[config.mk]
export PLATFORM = sky130hd
export DESIGN_NAME = three_level_modulator_flat
export DESIGN_NICKNAME = d
export VERILOG_FILES = /design/src/rtl/three_level_modulator_if.sv /design/src/rtl/three_level_modulator.sv /design/src/flat_wrapper.sv
export SDC_FILE = /design/constraint.sdc
export NUM_CORES = 1
export LEC_CHECK = 0
export CORE_MARGIN = 2
export CORE_UTILIZATION = 50
export DETAILED_ROUTE_END_ITERATION = 10
export PLACE_DENSITY = 0.73
export SLEW_MARGIN = 20
export SYNTH_ARGS = -nofsm -noshare
export SYNTH_HDL_FRONTEND = slang
export SYNTH_SLANG_ARGS = --single-unit
[constraint.sdc]
create_clock -name i_clk -period 5.7 [get_ports i_clk]
set_input_delay 1.425 -clock i_clk [delete_from_list [all_inputs] [get_ports i_clk]]
set_output_delay 1.425 -clock i_clk [all_outputs]
set_load 0.1 [all_outputs]
[src/rtl/three_level_modulator_if.sv]
// Signal bundle between a converter controller and the three-level modulator.
// Signal names match the original flat port list so existing connections map
// one-to-one onto interface members.
interface three_level_modulator_if #(
  parameter int unsigned CNT_W = 16
);
  logic             i_enable;
  logic [CNT_W-1:0] i_half_period;
  logic [CNT_W-1:0] i_zero_time;
  logic [3:0]       o_mosfet;
  logic [2:0]       o_state;
  logic             o_sync;
  logic             o_clamp;
  logic             o_alert;

  // Controller side: drives settings/enable, observes gate commands and status.
  modport master (
    output i_enable, i_half_period, i_zero_time,
    input  o_mosfet, o_state, o_sync, o_clamp, o_alert
  );

  // Modulator side.
  modport slave (
    input  i_enable, i_half_period, i_zero_time,
    output o_mosfet, o_state, o_sync, o_clamp, o_alert
  );
endinterface

[src/rtl/three_level_modulator.sv]
// Three-level H-bridge modulator: POS -> ZERO_A -> NEG -> ZERO_B -> POS,
// each step toggling a single leg. Timing settings are captured once per
// switching period so mid-period changes never distort the waveform.
// Legs: A = Q1/Q3 (bits 0/2), B = Q2/Q4 (bits 1/3).
module three_level_modulator #(
  parameter int unsigned CNT_W = 16
) (
  input  logic                   i_clk,
  input  logic                   i_reset,
  three_level_modulator_if.slave bus
);

  typedef enum logic [2:0] {
    IDLE   = 3'd0,
    POS    = 3'd1,
    ZERO_A = 3'd2,
    NEG    = 3'd3,
    ZERO_B = 3'd4
  } state_t;

  state_t           state;
  state_t           nxt;
  logic             latch;
  logic [CNT_W-1:0] cnt;
  logic [CNT_W-1:0] hp_sh;
  logic [CNT_W-1:0] zero_sh;
  logic [CNT_W-1:0] pos_last;
  logic [CNT_W-1:0] zero_last;
  logic [CNT_W-1:0] hp_eff;
  logic [CNT_W-1:0] zero_max;
  logic [CNT_W-1:0] zero_eff;
  logic             clamp_now;
  logic [3:0]       mosfet_r;
  logic             sync_r;
  logic             clamp_r;
  logic             alert_r;

  function automatic logic [3:0] leg_code(input state_t s);
    logic [3:0] code;
    case (s)
      POS:     code = 4'b0011;
      ZERO_A:  code = 4'b1001;
      NEG:     code = 4'b1100;
      ZERO_B:  code = 4'b0110;
      default: code = 4'b0000;
    endcase
    return code;
  endfunction

  // Effective settings derived from the live inputs; only used at latch time.
  always_comb begin
    hp_eff    = bus.i_half_period;
    clamp_now = 1'b0;
    if (bus.i_half_period < CNT_W'(2)) begin
      hp_eff    = CNT_W'(2);
      clamp_now = 1'b1;
    end
    zero_max = hp_eff - CNT_W'(1);
    zero_eff = bus.i_zero_time;
    if (bus.i_zero_time > zero_max) begin
      zero_eff  = zero_max;
      clamp_now = 1'b1;
    end
  end

  // Terminal counts for the active and zero segments of the latched period.
  always_comb begin
    pos_last  = hp_sh - zero_sh - CNT_W'(1);
    zero_last = zero_sh - CNT_W'(1);
  end

  // Next-state selection; a period boundary (any entry into POS) requests a
  // fresh capture of the timing settings. Zero segments are skipped entirely
  // when the latched zero time is 0.
  always_comb begin
    nxt   = state;
    latch = 1'b0;
    if (!bus.i_enable) begin
      nxt = IDLE;
    end else begin
      case (state)
        IDLE: begin
          nxt   = POS;
          latch = 1'b1;
        end
        POS: begin
          if (cnt == pos_last) begin
            nxt = (zero_sh == '0) ? NEG : ZERO_A;
          end
        end
        ZERO_A: begin
          if (cnt == zero_last) begin
            nxt = NEG;
          end
        end
        NEG: begin
          if (cnt == pos_last) begin
            if (zero_sh == '0) begin
              nxt   = POS;
              latch = 1'b1;
            end else begin
              nxt = ZERO_B;
            end
          end
        end
        ZERO_B: begin
          if (cnt == zero_last) begin
            nxt   = POS;
            latch = 1'b1;
          end
        end
        default: nxt = IDLE;
      endcase
    end
  end

  // State, tick counter, gate commands and sync pulse all update together.
  always_ff @(posedge i_clk) begin
    if (!i_reset) begin
      state    <= IDLE;
      cnt      <= '0;
      mosfet_r <= '0;
      sync_r   <= 1'b0;
    end else begin
      state    <= nxt;
      mosfet_r <= leg_code(nxt);
      sync_r   <= (nxt == POS) && (state != POS);
      if ((nxt != state) || (nxt == IDLE)) begin
        cnt <= '0;
      end else begin
        cnt <= cnt + CNT_W'(1);
      end
    end
  end

  // Shadow settings and clamp flag, captured only at period boundaries.
  always_ff @(posedge i_clk) begin
    if (!i_reset) begin
      hp_sh   <= '0;
      zero_sh <= '0;
      clamp_r <= 1'b0;
    end else if (latch) begin
      hp_sh   <= hp_eff;
      zero_sh <= zero_eff;
      clamp_r <= clamp_now;
    end
  end

  // Sticky shoot-through monitor on the registered gate commands.
  always_ff @(posedge i_clk) begin
    if (!i_reset) begin
      alert_r <= 1'b0;
    end else if ((mosfet_r[0] & mosfet_r[2]) | (mosfet_r[1] & mosfet_r[3])) begin
      alert_r <= 1'b1;
    end
  end

  assign bus.o_mosfet = mosfet_r;
  assign bus.o_state  = state;
  assign bus.o_sync   = sync_r;
  assign bus.o_clamp  = clamp_r;
  assign bus.o_alert  = alert_r;

endmodule
[src/flat_wrapper.sv]
// flat-port wrapper written by rule: the top's interface ports become plain ports
module three_level_modulator_flat 
#(
  parameter int unsigned CNT_W = 16
)
  (i_clk, i_reset, bus_i_enable, bus_i_half_period, bus_i_zero_time, bus_o_mosfet, bus_o_state, bus_o_sync, bus_o_clamp, bus_o_alert);
  three_level_modulator_if #(.CNT_W(CNT_W)) bus_i ();
  input  logic i_clk;
  input  logic i_reset;
  input wire logic [$bits(bus_i.i_enable)-1:0] bus_i_enable;
  input wire logic [$bits(bus_i.i_half_period)-1:0] bus_i_half_period;
  input wire logic [$bits(bus_i.i_zero_time)-1:0] bus_i_zero_time;
  output wire logic [$bits(bus_i.o_mosfet)-1:0] bus_o_mosfet;
  output wire logic [$bits(bus_i.o_state)-1:0] bus_o_state;
  output wire logic [$bits(bus_i.o_sync)-1:0] bus_o_sync;
  output wire logic [$bits(bus_i.o_clamp)-1:0] bus_o_clamp;
  output wire logic [$bits(bus_i.o_alert)-1:0] bus_o_alert;
  assign bus_i.i_enable = bus_i_enable;
  assign bus_i.i_half_period = bus_i_half_period;
  assign bus_i.i_zero_time = bus_i_zero_time;
  assign bus_o_mosfet = bus_i.o_mosfet;
  assign bus_o_state = bus_i.o_state;
  assign bus_o_sync = bus_i.o_sync;
  assign bus_o_clamp = bus_i.o_clamp;
  assign bus_o_alert = bus_i.o_alert;
  three_level_modulator #(.CNT_W(CNT_W)) u_core (.i_clk(i_clk), .i_reset(i_reset), .bus(bus_i));
endmodule
Word-level counts from Yosys, hierarchy flattened
Cells that the tools add are included.

Register bits: 58. Input bits: 35. Word-level logic and storage cells: 55.

$add $sub $neg: 5. Order comparisons: 2. Eq/ne operators: 12. Multiplexer cells: 18. Bitwise logic cells: 4. Reduce and logical (&&, ||, !) cells: 6.

Operators by type and width (count): subtractor 16 x 1 -> 16 bit, second input constant (3); equality test 16 bit (2); two-way mux 16 bit (2); two-way mux 3 bit (6); adder 16 x 1 -> 16 bit, second input constant (1); > comparator 16 bit (1); logical NOT 16 bit (1); less-than comparator 16 x 2 -> 1 bit, second input constant (1); case mux 4 bit (4 select lines) (1); subtractor 16 bit (1); case mux 3 bit (5 select lines) (1); equality test 3 x 2 -> 1 bit, second input constant (4); two-way mux 1 bit (7); equality test 3 x 1 -> 1 bit, second input constant (2); equality test 3 bit, second input constant (2); logical NOT 3 bit (2); != test 3 x 1 -> 1 bit, second input constant (1); != test 3 bit (1); case mux 1 bit (3 select lines) (1); AND 1 bit (2); OR reduction 2 bit (1); logical AND 1 bit (1); logical OR 1 bit (1); NOT 1 bit (1); bitwise OR 1 bit (1).

Longest topological paths before layout
Depth after elaboration: 9. Depth in mapped cells: 21. Gate-level depth less buffers: 19.

Worst setup path before layout
Ideal clock, no wire load.

Kind: input port to flip-flop. From: input bus_i_half_period[5]. To: register u_core.zero_sh[8]. Library setup time: 0.065 ns. Arrival time: 5.821 ns. Slack: -0.186 ns. Stages on the path: 20. Buffers on the path: 2. Cells stage by stage: or4_1 -> nor4b_1 -> nand2_1 -> nand2_1 -> ha_1 -> nor3b_1 -> nand2b_1 -> nor4_1 -> xnor2_1 -> ha_1 -> nand4_1 -> nor2_1 -> nand3_1 -> o32a_1 -> o21ai_0 -> buf_1 -> clkbuf_1 -> mux2i_1 -> mux2i_1 -> nor2_1.

Word-level cells in the longest chain between the ends: 5.

RTL lines: from (decl) (RTL line flat_wrapper.sv:11) `input wire logic [$bits(bus_i.i_half_period)-1:0] bus_i_half_period;`; less-than comparator 16 x 2 -> 1 bit (RTL line three_level_modulator.sv:54) `if (bus.i_half_period < CNT_W'(2)) begin`; two-way mux 16 bit * (RTL line three_level_modulator.sv:54); subtractor 16 x 1 -> 16 bit * (RTL line three_level_modulator.sv:58) `zero_max = hp_eff - CNT_W'(1);`; > comparator 16 bit (RTL line three_level_modulator.sv:60) `if (bus.i_zero_time > zero_max) begin`; two-way mux 16 bit * (RTL line three_level_modulator.sv:60); to (signal assigned) (RTL line three_level_modulator.sv:144) `zero_sh <= zero_eff;`; to (decl) (RTL line three_level_modulator.sv:26) `logic [CNT_W-1:0] zero_sh;`.

Mark *: on every way between the ends. The rest lies on a longest branch, timed or not. A chain may end at the register's enable or synchronous reset.

Worst setup path in the final report
From: input bus_i_half_period[3]. To: register u_core.zero_sh[15].

The elaborated chain is that of the path after synthesis.

==> results.toml <==
[outcome]
run_status = "finished clean"

[synth]
synth_cell_types = 72
synthSimpleGateAreaFrac = 0.225
synth-xor-area-share = 0.125
yosysSeqAreaShare = 0.239
synth_top_family_by_area = "simple AND/OR/NAND/NOR gates"
syn_area_um2 = 4850
synth_enable_flop_cells = 0
async_flop_share = 0
muxShareOfSynthArea = 0.0936
synth-compound-area-share = 0.165
syn-num-nets = 670
synth.avg_cell_area_um2 = 8.09
syn_inst = 600
yosys.area_share.adder = 0.0918
yosys_warnings = 0
yosys_most_used_dff = "dfxtp_1"
ys_seq_elements = 58

[sta]
period_needed_ps = 5460
slew_headroom = 0.340
slew_violations = 0
fmax_ghz = 0.183
hold_viol = 0
worst_slew_pin_slew_ps = 987
post-route-period-util = 0.959
fin_skew_ps = 21.8
finalSetupViolCount = 0

[floorplan]
die_w_um = 103
dieArea_um2 = 10500
initial_utilization = 0.520
rows = 35
coreArea_um2 = 9330
io-pin-count = 45
fp.dieH_um = 103

[clock_network]
htreeDepth = 3
cts_setup_buffers = 0
clkSinkCount = 58
clock_latency_ps = 350
cts_buffers = 9
clockRootBuffer = "clkbuf_8"
cts_hold_buf = 0
cts_tree = "built"
clk_pin_slew_worst_paths_ps = 80
cts_max_path_buffers = 2

[drt]
vias = 4600
drt_wl_total_um = 13100
drc = 0
viasPerCell = 5.84
ant_nets = 0
drt_pre_antenna_iters = 6
avgRoutedWirePerCell_um = 16.6
first_iter_violations = 284

[worst_setup_path]
cp.arrival_ps = 5700
worstSetupStartpointType = "input port"
path_class = "input port to flip-flop"
endpoint = "u_core.zero_sh[15]$_SDFFE_PN0P_"
cp.depth = 21
crit_chain = "clkdlybuf4s50_1, or4_1, nor4_4, nand2_1, buf_4, nand2b_1, inv_1, ha_1, nor3b_2, nand2b_1, buf_4, nor2_1, xnor2_1, ha_1, nand2_1, or3_1, o2111ai_1, o21ai_4, clkbuf_16, and2_1, o311a_1"
r2r-start = "u_core.zero_sh[0]$_SDFFE_PN0P_"
rrSetupSlack_ps = 1140
cp-startpoint = "bus_i_half_period[3]"
crit_required_ps = 5940
cp_max_fo = 7
cp_slowest_cell = "or4_1"
rr_worst_depth = 12
slowest_delay_ps = 670
cp-end-kind = "flip-flop"
timing.rr.end = "u_core.cnt[5]$_SDFF_PP0_"
crit_family = "simple AND/OR/NAND/NOR gates"
cp_num_buf_inv = 5

[layout]
area_growth_pct = 20.8
fillCellCount = 788
drive_gt1_frac = 0.0986
diodes = 0
nets = 724
finalNonFillerCells = 788
final_common_cell = "nor2_1"
layout_common_cells = "nor2_1, dfxtp_1, clkdlybuf4s50_1, xnor2_1, mux2i_1"
final_util = 0.628

[place]
dp_cells = 771
io_buffers = 44
place_congestion = 0.990
dp_hpwl_um = 10300

[grt]
grt_max_degree = 37
grt_pass1_vias = 4370
grt_pass1_wl_um = 21600
track_usage = 0.263
antenna_found_initial = 0
grt-ovfl-total = 0

[power]
leakage_nw = 2.47
power_density_nw_per_um2 = 246
vdd_drop_max_uv = 131
power_w = 0.00144

[job]
drv_cap = 0

[hold_path]
hp-class = "flip-flop to flip-flop"
==> per-layer routing <==
| layer | vias to the layer above | wire (µm) | share of wire | global-route usage |
|---|---|---|---|---|
| met5 | - | 0 | 0 | 0 |
| met4 | 0 | 436 | 0.033 | 0.0913 |
| met3 | 33 | 747 | 0.057 | 0.0427 |
| met2 | 155 | 5930 | 0.45 | 0.433 |
| met1 | 2159 | 5950 | 0.46 | 0.350 |
| li1 | 2253 | - | - | - |
==> what timing repair did <==
action                     4_1_cts  5_1_grt
gates cloned                     0        1
setup endpoints to repair        1       16
pin swaps                        0        2
gates resized for setup          1        6
==> where the power goes <==
part	switching [W]	internal [W]	total (W)
registers	0.0000276	0.000426	0.000453
clock network	0.000191	0.000294	0.000485
logic	0.000284	0.000218	0.000502
==> stage by stage <==
stage	hold WS [ps]	cell area, µm²	worst slack (ps)	setup TNS (ps)
global placement	438	5540	-242	-3200
CTS	472	5800	152	0
detailed placement	461	5540	-358	-5330
global route	494	5860	-2.84	-2.84
floorplan	436	4860	157	0
finish	464	5860	235	0
==> cell families (layout without fill, tap and decap cells) <==
family	Yosys count	after routing
adder cells (fa/ha/maj)	35	35
buffers and inverters	69	128
AO/OA/AOI/OAI	109	109
multiplexers	45	45
flip-flops	58	58
XOR/XNOR	69	69
AND/OR/NAND/NOR	215	215
==> flip-flops by register name, indices dropped and copies added (netlist names) <==
signal / count
u_core.bus.o_alert: 1
u_core.bus.o_clamp: 1
u_core.bus.o_mosfet: 4
u_core.bus.o_state: 3
u_core.bus.o_sync: 1
u_core.cnt: 16
u_core.hp_sh: 16
u_core.zero_sh: 16
==> worst reg2reg max path, delay by kind of cell (launching register included) <==
kind / cells / cell delay [ps]
simple gates: 4 / 1330
fa+ha+maj: 2 / 660
compound gates: 5 / 1820
buf+inv: 1 / 120
flops: 1 / 480
==> how the worst min path moves through the flow <==
stage,cells past startpoint,end,from,slack (ps)
floorplan,2,u_core.hp_sh[0]$_SDFFE_PN0P_,u_core.hp_sh[0]$_SDFFE_PN0P_,440
global placement,2,u_core.bus.o_clamp$_SDFFE_PN0P_,u_core.bus.o_clamp$_SDFFE_PN0P_,440
detailed placement,2,u_core.bus.o_clamp$_SDFFE_PN0P_,u_core.bus.o_clamp$_SDFFE_PN0P_,460
CTS,2,u_core.bus.o_clamp$_SDFFE_PN0P_,u_core.bus.o_clamp$_SDFFE_PN0P_,470
global route,2,u_core.bus.o_clamp$_SDFFE_PN0P_,u_core.bus.o_clamp$_SDFFE_PN0P_,490
finish,2,u_core.bus.o_clamp$_SDFFE_PN0P_,u_core.bus.o_clamp$_SDFFE_PN0P_,460
==> final cells by class <==
class / instances / area (µm²) / area share
Multi-Input combinational cell: 473 / 3460 / 0.590
Sequential cell: 58 / 1160 / 0.198
Timing Repair Buffer: 73 / 688 / 0.117
Tap cell: 129 / 161 / 0.0275
Inverter: 39 / 146 / 0.0250
Clock inverter: 7 / 125 / 0.0213
Clock buffer: 9 / 124 / 0.0211
==> cells in the mapped netlist, drive strengths merged (9+ instances only) <==
cell type,number,share of area
nor2,82,0.063
nand4,12,0.015
buf,10,0.015
clkbuf,20,0.015
nand3,12,0.012
dfxtp,58,0.24
ha,34,0.088
nor3,16,0.016
xnor2,43,0.078
a21oi,25,0.027
nand2,31,0.024
inv,39,0.030
o21ai,17,0.018
and3,9,0.012
or4,9,0.014
xor2,26,0.047
mux2i,42,0.087
Note: power is estimated with default switching activity, not from simulation.
